<file path="config.mk">
export PLATFORM = sky130hd
export DESIGN_NAME = snn_layer_scheduler
export DESIGN_NICKNAME = d
export VERILOG_FILES = /design/src/rtl/snn_pkg.sv /design/src/rtl/snn_spike_counter.sv /design/src/rtl/snn_layer_scheduler.sv
export SDC_FILE = /design/constraint.sdc
export NUM_CORES = 1
export LEC_CHECK = 0
export ABC_AREA = 1
export CAP_MARGIN = 30
export CORE_MARGIN = 1.5
export CORE_UTILIZATION = 60
export DETAILED_ROUTE_END_ITERATION = 8
export PLACE_DENSITY = 0.82
export SETUP_SLACK_MARGIN = 0.4
export SYNTH_ARGS = -nofsm -noshare
export SYNTH_HDL_FRONTEND = slang
export SYNTH_HIERARCHICAL = 1
export SYNTH_SLANG_ARGS = --single-unit
</file>
<file path="constraint.sdc">
create_clock -name clk -period 2.9 [get_ports clk]
set_input_delay 0.58 -clock clk [delete_from_list [all_inputs] [get_ports clk]]
set_output_delay 0.58 -clock clk [all_outputs]
set_load 0.01 [all_outputs]
</file>
<file path="src/rtl/snn_pkg.sv">
// Shared FSM encoding and default sizing for the SNN layer scheduler and its counters.
package snn_pkg;

    localparam int DEF_N_NEURON    = 8;
    localparam int DEF_ENCODE_TIME = 23;
    localparam int DEF_CW          = 8;

    typedef enum logic [2:0] {
        S_IDLE,
        S_CLEAR,
        S_RUN,
        S_SCAN,
        S_DONE
    } state_t;

    // Index width that stays legal when a dimension collapses to a single entry.
    function automatic int clog2_min1(input int value);
        return (value > 1) ? $clog2(value) : 1;
    endfunction

endpackage

</file>
<file path="src/rtl/snn_spike_counter.sv">
// One saturating per-neuron spike counter with synchronous clear and count enable.
module snn_spike_counter
    import snn_pkg::*;
#(
    parameter int CW = DEF_CW
) (
    input  logic          clk,
    input  logic          rst_n,
    input  logic          clear,
    input  logic          en,
    input  logic          spike,
    output logic [CW-1:0] count
);

    // NOTE: sequential state uses non-blocking assignments so every flop samples pre-edge values.
    always_ff @(posedge clk or negedge rst_n) begin
        if (!rst_n) begin
            count <= '0;
        end else if (clear) begin
            count <= '0;
        end else if (en && spike && (count != '1)) begin
            count <= count + CW'(1);
        end
    end

endmodule

</file>
<file path="src/rtl/snn_layer_scheduler.sv">
// Sequences one SNN sample: clear, ENCODE_TIME run steps with lateral inhibition,
// a one-counter-per-cycle winner scan, and a single-cycle result strobe.
module snn_layer_scheduler
    import snn_pkg::*;
#(
    parameter int N_NEURON    = DEF_N_NEURON,
    parameter int ENCODE_TIME = DEF_ENCODE_TIME,
    parameter int CW          = DEF_CW
) (
    input  logic                                clk,
    input  logic                                rst_n,
    input  logic                                start,
    input  logic                                abort,
    output logic                                busy,
    output logic                                neuron_rst,
    output logic                                neuron_en,
    output logic [clog2_min1(ENCODE_TIME)-1:0]  step,
    input  logic [N_NEURON-1:0]                 spikes,
    output logic [N_NEURON-1:0]                 inh,
    output logic                                result_valid,
    output logic [clog2_min1(N_NEURON)-1:0]     result_idx,
    output logic [CW-1:0]                       result_cnt,
    output logic                                result_none
);

    localparam int SW = clog2_min1(ENCODE_TIME);
    localparam int IW = clog2_min1(N_NEURON);

    state_t        state;
    logic [IW-1:0] scan_idx;
    logic [IW-1:0] best_idx;
    logic [CW-1:0] best_cnt;
    logic [CW-1:0] cnt [N_NEURON];

    logic [IW-1:0]       win_idx;
    logic [N_NEURON-1:0] inh_next;
    logic [CW-1:0]       cnt_sel;
    logic [IW-1:0]       nbest_idx;
    logic [CW-1:0]       nbest_cnt;
    logic                last_step;
    logic                last_scan;

    // Counters clear whenever neuron_rst is high and count only while neuron_en is high,
    // so they track the registered neuron-array controls exactly.
    for (genvar g = 0; g < N_NEURON; g++) begin : g_cnt
        snn_spike_counter #(.CW(CW)) u_cnt (
            .clk   (clk),
            .rst_n (rst_n),
            .clear (neuron_rst),
            .en    (neuron_en),
            .spike (spikes[g]),
            .count (cnt[g])
        );
    end

    // NOTE: every always_comb output gets a default first so no latch is inferred.
    always_comb begin
        win_idx = '0;
        for (int i = N_NEURON - 1; i >= 0; i--) begin
            if (spikes[i]) win_idx = IW'(i);
        end
        inh_next  = ~(N_NEURON'(1) << win_idx);
        cnt_sel   = cnt[scan_idx];
        nbest_idx = best_idx;
        nbest_cnt = best_cnt;
        if (cnt_sel > best_cnt) begin
            nbest_idx = scan_idx;
            nbest_cnt = cnt_sel;
        end
        last_step = (step == SW'(ENCODE_TIME - 1));
        last_scan = (scan_idx == IW'(N_NEURON - 1));
    end

    always_ff @(posedge clk or negedge rst_n) begin
        if (!rst_n) begin
            state        <= S_IDLE;
            busy         <= 1'b0;
            neuron_rst   <= 1'b1;
            neuron_en    <= 1'b0;
            step         <= '0;
            inh          <= '0;
            result_valid <= 1'b0;
            result_idx   <= '0;
            result_cnt   <= '0;
            result_none  <= 1'b0;
            scan_idx     <= '0;
            best_idx     <= '0;
            best_cnt     <= '0;
        end else begin
            neuron_rst   <= 1'b0;
            result_valid <= 1'b0;
            inh          <= '0;
            if (abort && (state inside {S_CLEAR, S_RUN, S_SCAN})) begin
                state      <= S_IDLE;
                busy       <= 1'b0;
                neuron_rst <= 1'b1;
                neuron_en  <= 1'b0;
                step       <= '0;
                scan_idx   <= '0;
            end else begin
                case (state)
                    S_IDLE: begin
                        if (start && !abort) begin
                            state      <= S_CLEAR;
                            busy       <= 1'b1;
                            neuron_rst <= 1'b1;
                        end
                    end
                    S_CLEAR: begin
                        state     <= S_RUN;
                        neuron_en <= 1'b1;
                        step      <= '0;
                        best_idx  <= '0;
                        best_cnt  <= '0;
                    end
                    S_RUN: begin
                        // Inhibition from the final step would land in SCAN, so it is dropped.
                        if ((spikes != '0) && !last_step) inh <= inh_next;
                        if (last_step) begin
                            state     <= S_SCAN;
                            neuron_en <= 1'b0;
                            step      <= '0;
                            scan_idx  <= '0;
                        end else begin
                            step <= step + SW'(1);
                        end
                    end
                    S_SCAN: begin
                        best_idx <= nbest_idx;
                        best_cnt <= nbest_cnt;
                        if (last_scan) begin
                            state        <= S_DONE;
                            result_valid <= 1'b1;
                            result_idx   <= nbest_idx;
                            result_cnt   <= nbest_cnt;
                            result_none  <= (nbest_cnt == '0);
                        end else begin
                            scan_idx <= scan_idx + IW'(1);
                        end
                    end
                    S_DONE: begin
                        state <= S_IDLE;
                        busy  <= 1'b0;
                    end
                    default: begin
                        state <= S_IDLE;
                        busy  <= 1'b0;
                    end
                endcase
            end
        end
    end

endmodule

</file>
# Word level (Yosys, flattened, before mapping)
# Cells that the tools add are included.
[totals] elab_cells=156 in_bits=12 output_inout_bits=29 ff_bits=110
[classes] eq_ne=18 n_bitwise=3 n_reduce_logical=43 magnitude_cmp=2 mux=58 shifts=1 add_sub_neg=10
[ops] operator="$mux 8" n=22
[ops] operator="$add 8x1->8 const B" n=8
[ops] operator="$ne 8x8->1 const B" n=8
[ops] operator="$mux 3" n=16
[ops] operator="$bmux 8 s3" n=1
[ops] operator="$logic_and 1x1->1" n=19
[ops] operator="$reduce_bool 2->1" n=9
[ops] operator="$pmux 8 s2" n=1
[ops] operator="$pmux 3 s2" n=2
[ops] operator="$pmux 3 s4" n=1
[ops] operator="$mux 1" n=10
[ops] operator="$mux 5" n=2
[ops] operator="$pmux 5 s2" n=1
[ops] operator="$ne 3x2->1 const B" n=3
[ops] operator="$reduce_and 3->1" n=3
[ops] operator="$reduce_bool 3->1" n=3
[ops] operator="$gt 8x8->1" n=1
[ops] operator="$logic_not 8->1" n=1
[ops] operator="$not 8->8" n=1
[ops] operator="$reduce_bool 8->1" n=1
[ops] operator="$shl 1x3->8 const A" n=1
[ops] operator="$eq 3x2->1 const B" n=2
[ops] operator="$reduce_and 2->1" n=3
[ops] operator="$add 5x1->5 const B" n=1
[ops] operator="13 further kinds" n=15

# Longest topological paths before layout
# Gate-level depths: netlist of the first run.
[logic_depth] word_depth=13 ltp_mapped=23 mapped_depth_nobuf=21

# By module
# Netlist of the first run, hierarchy kept.
[by_module_without_submodules] mod="snn_spike_counter" cells_per_inst=73 instances=8 seq_area_each_um2=200.2 area_per_inst_um2=516.7
[by_module_without_submodules] mod="snn_layer_scheduler" cells_per_inst=429 instances=1 seq_area_each_um2=1152.4 area_per_inst_um2=3072.9

# Least setup slack after synthesis of the first run
# OpenSTA, ideal clock, no wires.
[synth_timing] path_kind="reg-to-reg" startpoint="reg scan_idx[0]" endpoint="reg result_none" slack_ns=0.590 synth_period_minus_slack_ns=2.310 required_ns=2.784 setup_time_ns=0.116 n_path_buf=3 t_arrival_ns=2.194 path_stages_with_launch=24 cell_sequence="dfrtp_1 > buf_6 > buf_6 > nor2_1 > nor2_1 > o21ai_1 > nand3_1 > o21ai_2 > inv_1 > ha_1 > nand2_1 > inv_1 > nand2_1 > nand2_1 > nand2_2 > nand2_4 > nand2_4 > buf_6 > nand2_1 > nand2_1 > nand2_1 > nor2_1 > nand2_1 > nand2_1"
[synth_between] elab_chain_len=7 word_cells_on_any_way=9 cone_classes="order compare (1); eq/ne (1); mux (4); bitwise (1); reduce/logical (2)"
[synth_lines] item="from (decl)" line="snn_layer_scheduler.sv:30" text="logic [IW-1:0] scan_idx;"
[synth_lines] item="from (signal assigned)" line="snn_layer_scheduler.sv:138" text="scan_idx <= scan_idx + IW'(1);"
[synth_lines] item="$not 3->4 (not written as such)" line="snn_layer_scheduler.sv:63" text="cnt_sel = cnt[scan_idx];"
[synth_lines] item="$bmux 8 s3" line="snn_layer_scheduler.sv:63"
[synth_lines] item="$mux 8 (not written as such) (2 in series)" line="snn_layer_scheduler.sv:63"
[synth_lines] item="$gt 8x8->1" line="snn_layer_scheduler.sv:66" text="if (cnt_sel > best_cnt) begin"
[synth_lines] item="$mux 8" line="snn_layer_scheduler.sv:66"
[synth_lines] item="$logic_not 8->1" line="snn_layer_scheduler.sv:136" text="result_none <= (nbest_cnt == '0);"
[synth_lines] item="to (signal assigned)" line="snn_layer_scheduler.sv:136"
[synth_lines] item="to (decl)" line="snn_layer_scheduler.sv:23" text="output logic result_none"
# Several ways; a longest one is shown, not always the timed one. The select of a mux whose other input is x is not followed.
# A chain may end at the register's enable or synchronous reset.

# Final worst setup path of the first run
# Ends and elaborated chain as after synthesis.

==> impl_metrics.csv, run 1 <==
group,metric,value,unit
status,status,"complete, no violations",
placement,routabilityCongestion,0.916,
logic_synthesis,avgSynthCellArea,7.11,µm²
route,drtIter0Drc,643,
timing,layout_min_cycle_time,2.59,ns
route,firstDrtPassIters,5,
layout,antennaDiodeCount,0,
worst_setup_path,cp-start-kind,"flop",
logic_synthesis,ys_seq_area_share,38.2,%
global_routing,antenna_found_initial,0,
clock_network,cts_root_buffer,"clkbuf_16",
timing,max_freq,387,MHz
global_routing,grt_max_degree,51,
layout,finalNetCount,1100,
flow_run,cap_viol_max_count,0,
timing,rsz0062_at_grt,"yes",
worst_setup_path,crit_path_top_delay_cell,"dfrtp_2",
clock_network,cts_hold_buf,0,
timing,holdWs,0.185,ns
route,routed_wl,17300,µm
placement,portBuffers,40,
die,io_pins,41,
layout,fill_cells,887,
worst_setup_path,r2r_start,"scan_idx[0]",
placement,dp_hpwl,12400,µm
layout,drive_gt1_share,15.6,%
route,antenna_left,0,
timing,fin_setup_tns,0,ns
logic_synthesis,synthFlopType,"dfrtp_1",
layout,stdcell_count,1216,
die,start_util,62.3,%
layout,layout_common_cells,"nand2_1 (305), inv_1 (118), dfrtp_1 (107), nor2_1 (104), nand3_1 (78)",
logic_synthesis,async_reset_ff_share,100,%
timing,setup_violations,0,
route,routedWlPerCell,14.2,µm
min_path,hold_path_class,"in2async",
route,highest_layer,"met4",
worst_setup_path,cp_slowest_stage_delay,0.45,ns
timing,slew_headroom,57.2,%
worst_setup_path,critPathCaptureType,"flop",
die,rows,39,
logic_synthesis,syn-cell-area,7210,µm²
power,p_leak,0.00419,µW
clock_network,cts_tree,"built",
placement,dp_cells,1189,
route,viasPerCell,5.48,
timing,setup_slack,0.315,ns
worst_setup_path,cp_cell_sequence,"buf_12 -> nor2_2 -> nor2_1 -> o21ai_1 -> o21ai_1 -> o21ai_2 -> inv_2 -> ha_4 -> nand2_1 -> inv_2 -> nand2_1 -> nand2_1 -> nand2_2 -> nand2_4 -> nand2_8 -> nand2_1 -> nand2_1 -> nand3_1 -> nor2_1 -> nand2_1 -> nand2_1",
clock_network,clk_pin_slew_worst_paths,0.07,ns
worst_setup_path,path_class,"reg2reg",
route,route.met2.wl,8060,µm
worst_setup_path,critical_path_arrival,2.84,ns
route,wl_met3,942,µm
clock_network,cts_buffers,9,
placement,dp_slack,0.354,ns
die,die-area,12700,µm²
timing,finalHoldViolCount,0,
logic_synthesis,ys_ff_latch,110,
power,power_density,993,nW/µm²
logic_synthesis,synth_cells,1013,
route,drc,0,
die,core-area,11600,µm²
logic_synthesis,synth.distinct_cells,42,
worst_setup_path,path_common_cell,"nand2_1",
worst_setup_path,reg2reg_slack,0.31,ns
route,wl_met1,7770,µm
worst_setup_path,crit_path_max_fanout,14,
timing,maxSlewViolCount,0,
layout,fin_util,71.8,%
clock_network,clockBufferDepth,2,
global_routing,grt_overflow,0,
route,vias,6664,
logic_synthesis,syn-num-nets,1045,
timing,finalCritPeriodShare,89.2,%
worst_setup_path,ff2ff_path_depth,21,
worst_setup_path,worst_ep_required_time,3.15,ns
global_routing,grtUsageTotal,28.1,%
logic_synthesis,yosysWarningCount,6,
clock_network,htree_levels,3,
worst_setup_path,crit_buf_inv,3,
worst_setup_path,crit_family,"simple AND/OR/NAND/NOR gates",
layout,final_common_cell,"nand2_1",
clock_network,insertion_delay,0.37,ns
timing,skew,0.0116,ns
global_routing,grt_pass1_vias,6011,
clock_network,cts.sinks,110,
die,die_width,113,µm
timing,worst_slew_pin_slew,0.637,ns
die,die_y,113,µm
power,peakVddDrop,0.657,mV
global_routing,grt_pass1_wl,28500,µm
layout,syn_to_final_growth,15.2,%
worst_setup_path,r2r_end,"result_none",
logic_synthesis,synth_edf_count,0,
cells by family after synthesis:
| kind of cell | share of synthesized area [%] |
|---|---|
| simple gates | 38.4 |
| buf+inv | 10.5 |
| flops | 38.2 |
| compound gates | 8.46 |
| fa+ha+maj | 3.47 |
| xor+xnor | 0.972 |
cells in the mapped netlist (12+ instances only):
cell type,n,area share (%)
nand2_1,313,16
inv_1,122,6.4
dfrtp_1,109,38
nor2_1,106,5.5
nand3_1,79,5.5
o21ai_0,31,2.2
o21ai_1,30,2.1
nand2_4,26,4.1
inv_2,25,1.3
a21oi_1,22,1.5
ha_1,20,3.5
nand4_1,17,1.5
nor2_2,12,1.0
nor3_1,12,0.83
worst register-to-register path, cell delays in order (launching register included):
cell     delay (ns)
dfrtp_2        0.45
buf_12         0.17
nor2_2         0.11
nor2_1         0.06
o21ai_1        0.09
o21ai_1        0.11
o21ai_2        0.20
inv_2          0.06
ha_4           0.26
nand2_1        0.05
inv_2          0.08
nand2_1        0.06
nand2_1        0.07
nand2_2        0.09
nand2_4        0.12
nand2_8        0.09
nand2_1        0.07
nand2_1        0.09
nand3_1        0.10
nor2_1         0.04
nand2_1        0.05
nand2_1        0.04
sequential cells by signal, indices dropped and copies added, names as in the netlist, 3 cells and up:
register           count
g_cnt.u_cnt/count     64
best_cnt               8
inh                    8
result_cnt             8
scan_idx               3
best_idx               3
step                   5
result_idx             3
state                  3
area by class of cell:
class | instances | area, µm² | area share, %
tap | 143 | 179 | 2.15
timing repair buffer | 60 | 598 | 7.20
inverter | 156 | 656 | 7.90
clock buffer | 10 | 239 | 2.88
multi-input combinational | 731 | 3810 | 45.9
clock inverter | 6 | 61.3 | 0.738
sequential | 110 | 2760 | 33.2
how the worst max path moves through the flow:
stage,start,end,depth (start not counted)
after floorplan,scan_idx[0],result_none,23
after global placement,scan_idx[0],result_none,19
after detailed placement,scan_idx[0],result_none,18
after CTS,scan_idx[1],result_none,20
after global routing,scan_idx[0],result_none,20
final,scan_idx[0],result_none,21
timing repair:
item,4_1_cts,5_1_grt
gates resized for setup,9,37
pin swaps,1,10
buffers inserted,2,8
cloned,0,1
endpoints found under the setup margin,7,23
power by group:
part / switching (µW) / internal, µW / total [µW]
Sequential: 304 / 1780 / 2080
Combinational: 3140 / 1760 / 4890
Clock: 583 / 691 / 1270
routing by layer:
metal / vias up / global-route usage [%]
met1: 3087 / 37.4
met4: 0 / 9.87
met5: - / 0
met2: 220 / 46.1
li1: 3320 / -
met3: 37 / 5.45
stage by stage:
step	total power (µW)	cell area [µm²]
2_1_floorplan	5400	7210
3_3_place_gp	6040	7740
3_5_place_dp	6130	7740
4_1_cts	7550	8090
5_1_grt	8850	8300
6_report	8250	8300
(Power assumes the default switching activity.)
==> run 2, diff against run 1 <==
CORE_UTILIZATION = 51   (was 60)
PLACE_DENSITY = 0.72   (was 0.82)
==> impl_metrics.csv, run 2 (synthesized netlist as in run 1, its figures left out) <==
group,metric,value,unit
power,p_total,9700,µW
timing,layout_min_cycle_time,2.73,ns
timing,slew_headroom,57.4,%
clock_network,cts_tree,"built",
timing,rsz0062_at_grt,"yes",
die,die_y,122,µm
global_routing,grt_pass1_wl,29000,µm
placement,routabilityCongestion,0.911,
worst_setup_path,crit_path_max_fanout,5,
die,io_pins,41,
global_routing,antenna_found_initial,0,
timing,worst_slew_pin_slew,0.638,ns
global_routing,grt_overflow,0,
layout,antennaDiodeCount,0,
route,routedWlPerCell,13.9,µm
timing,fin_setup_tns,0,ns
timing,finalCritPeriodShare,94.2,%
clock_network,cts_hold_buf,0,
timing,setup_violations,0,
die,die_width,122,µm
route,viasPerCell,5.28,
route,firstDrtPassIters,5,
power,p_leak,0.00430,µW
layout,fill_cells,1223,
clock_network,clk_pin_slew_worst_paths,0.07,ns
timing,finalHoldViolCount,0,
layout,drive_gt1_share,18.4,%
route,antenna_left,0,
worst_setup_path,critical_path_arrival,3.02,ns
timing,maxSlewViolCount,0,
power,power_density,1120,nW/µm²
power,peakVddDrop,0.914,mV
layout,syn_to_final_growth,19.6,%
die,core-area,13800,µm²
worst_setup_path,path_class,"reg2reg",
route,drtIter0Drc,462,
timing,skew,0.0101,ns
layout,largest_register_ffs,64,
route,vias,6668,
layout,largest_register,"g_cnt.u_cnt/count",
global_routing,grtUsageTotal,24.5,%
layout,fin_util,62.4,%
min_path,hold_path_class,"in2async",
worst_setup_path,cp-start-kind,"flop",
clock_network,cts_root_buffer,"clkbuf_16",
timing,holdWs,0.240,ns
flow_run,cap_viol_max_count,0,
worst_setup_path,critPathCaptureType,"flop",
worst_setup_path,worst_ep_required_time,3.19,ns
layout,final_common_cell,"nand2_1",
route,drc,0,
status,status,"complete, no violations",
timing,max_freq,366,MHz
placement,portBuffers,40,
clock_network,insertion_delay,0.36,ns
clock_network,cts_buffers,9,
route,routed_wl,17600,µm
die,die-area,14900,µm²
die,rows,43,
die,start_util,52.1,%
worst_setup_path,reg2reg_slack,0.17,ns
layout,layout_common_cells,"nand2_1 (292), inv_1 (120), dfrtp_1 (107), nor2_1 (102), nand3_1 (75)",
placement,dp_hpwl,12700,µm
clock_network,htree_levels,3,
layout,finalNetCount,1111,
global_routing,grt_pass1_vias,6170,
global_routing,grt_max_degree,47,
clock_network,cts.sinks,110,
clock_network,clockBufferDepth,2,
==> run 2: cell types whose count changed in the layout (fill, tap and decap cells not counted), moves of 3 or more <==
| cell | before | now |
|---|---|---|
| nand3_2 | 2 | 5 |
| o21ai_2 | 7 | 11 |
| buf_4 | 15 | 18 |
| nand2_2 | 19 | 29 |
| nand2_4 | 25 | 29 |
| nand2_1 | 305 | 292 |
| nand3_1 | 78 | 75 |
| o21ai_1 | 31 | 25 |
==> run 2: worst max-delay path, cell delays in order, from the launching register on <==
cell	delay [ns]
dfrtp_2	0.51
buf_12	0.22
inv_8	0.05
o21ai_0	0.28
nand3_1	0.15
o21ai_2	0.10
inv_1	0.06
ha_1	0.28
nand2_1	0.06
inv_2	0.08
nand2_2	0.06
nand2_2	0.07
nand2_4	0.07
nand2_4	0.13
nand3_1	0.14
nand2_4	0.12
nand3_2	0.07
nor2_1	0.10
nand2_1	0.06
nand2_1	0.05
==> run 2: repair_timing <==
action	CTS	global route
setup endpoints to repair	12	23
hold endpoints to repair	0	0
pin swaps	3	28
setup buffers	3	10
gates resized for setup	18	60
cloned	1	6
==> run 2: stage by stage <==
step | worst slack, ns | area [µm²] | cells
after floorplan | 0.590 | 7210 | 1013
after global placement | 0.349 | 7800 | 1228
after detailed placement | 0.323 | 7800 | 1228
after CTS | 0.408 | 8220 | 1248
after global routing | 0.0381 | 8620 | 1264
final | 0.168 | 8620 | 1264
==> run 2: path summary, 6_finish.rpt <==
path	from	to	cells after the start
max	scan_idx[0]	result_none	19
min in group clk	result_idx[1]	result_idx[1]	2
min reg2reg	result_idx[1]	result_idx[1]	2
min	rst_n	g_cnt[7].u_cnt/count[5]	1
max reg2reg	scan_idx[0]	result_none	19
max in group asynchronous	rst_n	neuron_rst	2
==> run 2: metal layers <==
metal / up-vias / share of wire [%] / wire length [µm] / track usage, %
met4: 0 / 2.2 / 394 / 8.75
met2: 187 / 48 / 8420 / 40.1
met1: 3111 / 45 / 7900 / 33.5
met3: 26 / 5.1 / 902 / 3.00
met5: - / 0 / 0 / 0
li1: 3344 / - / - / -
==> run 2: final cells by class <==
class,instances,area [µm²],area share [%]
Multi-Input combinational cell,732,3930,45.6
Sequential cell,110,2760,32.0
Timing Repair Buffer,66,689,8.00
Inverter,156,656,7.60
Clock buffer,13,270,3.13
Tap cell,180,225,2.61
Timing Repair inverter,4,50.0,0.580
Clock inverter,3,42.5,0.493
==> run 2: power by group <==
group | switching [µW] | total (µW) | leakage [µW] | internal [µW]
sequential | 333 | 2110 | 0.00151 | 1780
combinational | 3770 | 6280 | 0.00263 | 2510
clock | 562 | 1300 | 0.000152 | 740
==> run 3, diff against run 2 <==
CORE_UTILIZATION = 30   (was 51)
PLACE_DENSITY = 0.48   (was 0.72)
==> impl_metrics.csv, run 3 (synthesized netlist as in run 1, its figures left out) <==
group,metric,value,unit
power,p_leak,0.00430,µW
die,die_y,158,µm
layout,largest_register,"g_cnt.u_cnt/count",
worst_setup_path,ff2ff_path_depth,20,
layout,stdcell_count,1401,
worst_setup_path,critical_path_arrival,2.86,ns
die,rows,56,
worst_setup_path,path_class,"reg2reg",
timing,skew,0.0140,ns
die,core-area,23500,µm²
worst_setup_path,r2r_end,"result_none",
clock_network,cts_tree,"built",
clock_network,cts_buffers,9,
flow_run,cap_viol_max_count,0,
timing,maxSlewViolCount,0,
timing,finalHoldViolCount,0,
die,die-area,25000,µm²
global_routing,antenna_found_initial,0,
timing,fin_setup_tns,0,ns
clock_network,cts.sinks,110,
timing,rsz0062_at_grt,"yes",
placement,portBuffers,40,
global_routing,grt_overflow,0,
worst_setup_path,cp_cell_sequence,"buf_12 -> clkbuf_16 -> nor2_1 -> o21ai_1 -> o21ai_2 -> inv_2 -> ha_4 -> nand2_2 -> inv_2 -> nand2_1 -> nand2_1 -> nand2_2 -> nand2_4 -> nand2_8 -> nand2_2 -> nand2_2 -> nand2_1 -> nor2_1 -> nand2_1 -> nand2_1",
timing,worst_slew_pin_slew,0.808,ns
worst_setup_path,reg2reg_slack,0.30,ns
die,die_width,158,µm
layout,final_common_cell,"nand2_1",
worst_setup_path,crit_buf_inv,4,
power,power_density,1110,nW/µm²
layout,fill_cells,2483,
clock_network,htree_levels,3,
placement,dp_slack,0.221,ns
route,vias,6449,
worst_setup_path,crit_path_max_fanout,8,
placement,dp_hpwl,14200,µm
global_routing,grtUsageTotal,16.2,%
global_routing,grt_pass1_vias,5948,
worst_setup_path,path_common_cell,"nand2_1",
worst_setup_path,r2r_start,"scan_idx[0]",
global_routing,grt_max_degree,41,
layout,syn_to_final_growth,22.7,%
route,drc,0,
clock_network,cts_hold_buf,0,
min_path,hold_path_class,"in2async",
clock_network,clockBufferDepth,2,
placement,dp_cells,1364,
timing,finalCritPeriodShare,89.8,%
power,peakVddDrop,0.949,mV
worst_setup_path,crit_family,"simple AND/OR/NAND/NOR gates",
layout,largest_register_ffs,64,
timing,setup_slack,0.295,ns
layout,finalNetCount,1109,
global_routing,grt_pass1_wl,31300,µm
timing,setup_violations,0,
power,p_total,9810,µW
worst_setup_path,cp_slowest_stage_delay,0.52,ns
route,routed_wl,19400,µm
clock_network,insertion_delay,0.37,ns
status,status,"complete, no violations",
worst_setup_path,crit_path_top_delay_cell,"dfrtp_2",
route,drtIter0Drc,417,
worst_setup_path,critPathCaptureType,"flop",
route,routedWlPerCell,13.8,µm
clock_network,cts_root_buffer,"clkbuf_16",
layout,fin_util,37.6,%
die,start_util,30.6,%
layout,layout_common_cells,"nand2_1 (295), inv_1 (114), dfrtp_1 (107), nor2_1 (96), nand3_1 (72)",
route,antenna_left,0,
clock_network,clk_pin_slew_worst_paths,0.08,ns
route,firstDrtPassIters,5,
worst_setup_path,worst_ep_required_time,3.16,ns
timing,layout_min_cycle_time,2.60,ns
worst_setup_path,cp-start-kind,"flop",
die,io_pins,41,
timing,slew_headroom,45.6,%
layout,drive_gt1_share,18.9,%
layout,antennaDiodeCount,0,
placement,routabilityCongestion,0.855,
route,viasPerCell,4.60,
timing,max_freq,384,MHz
==> run 3: cell types whose count changed in the layout (fill, tap and decap cells not counted), moves of 5 or more <==
cell / before / now
nor2_1: 102 / 96
o21ai_1: 25 / 32
nand2_2: 29 / 23
inv_1: 120 / 114
nor2_4: 12 / 17
inv_2: 26 / 31
==> run 3: area by class of cell <==
| type | instances | area (µm²) | area share [%] |
|---|---|---|---|
| timing repair inverter | 1 | 7.51 | 0.0849 |
| clock inverter | 7 | 72.6 | 0.821 |
| sequential | 110 | 2760 | 31.2 |
| inverter | 156 | 641 | 7.24 |
| tap | 319 | 399 | 4.51 |
| clock buffer | 9 | 225 | 2.55 |
| multi-input combinational | 732 | 3990 | 45.1 |
| timing repair buffer | 67 | 752 | 8.50 |
==> run 3: worst reg2reg max path, cell delays in order, from the launching register on <==
cell and delay, ns:
dfrtp_2 0.52, buf_12 0.18, clkbuf_16 0.15, nor2_1 0.11, o21ai_1 0.09, o21ai_2 0.16, inv_2 0.07, ha_4 0.27
nand2_2 0.04, inv_2 0.07, nand2_1 0.05, nand2_1 0.07, nand2_2 0.09, nand2_4 0.15, nand2_8 0.11, nand2_2 0.08
nand2_2 0.07, nand2_1 0.07, nor2_1 0.04, nand2_1 0.06, nand2_1 0.04
==> run 3: worst max-delay path by stage <==
stage	start	endpoint	slack, ns	cells past startpoint
2_1_floorplan	scan_idx[0]	result_none	0.59	23
3_3_place_gp	scan_idx[0]	result_idx[1]	0.20	15
3_5_place_dp	scan_idx[0]	result_none	0.22	17
4_1_cts	scan_idx[0]	result_none	0.35	20
5_1_grt	scan_idx[0]	result_none	0.15	21
6_report	scan_idx[0]	result_none	0.30	20
==> run 3: metrics by stage <==
stage	cell area [µm²]	hold slack, ns
6_report	8840	0.185
5_1_grt	8840	0.222
4_1_cts	8440	0.207
3_5_place_dp	7980	0.473
3_3_place_gp	7980	0.466
2_1_floorplan	7210	0.284
==> run 3: power by group <==
group | total (µW) | switching, µW | internal (µW)
Clock | 1280 | 664 | 615
Sequential | 2140 | 364 | 1780
Combinational | 6380 | 3760 | 2630
==> run 3: metal layers <==
| metal | global-route usage [%] | up-vias | part of all wire, % |
|---|---|---|---|
| met3 | 2.52 | 19 | 3.0 |
| met5 | 0 | - | 0 |
| met4 | 5.12 | 0 | 1.7 |
| met1 | 22.6 | 2992 | 50 |
| met2 | 25.6 | 91 | 45 |
| li1 | - | 3347 | - |
==> run 3: what timing repair did <==
action,in CTS,in global routing
gates resized for setup,19,63
cloned,3,3
buffers inserted,5,10
pin swaps,8,34
endpoints found under the setup margin,23,23
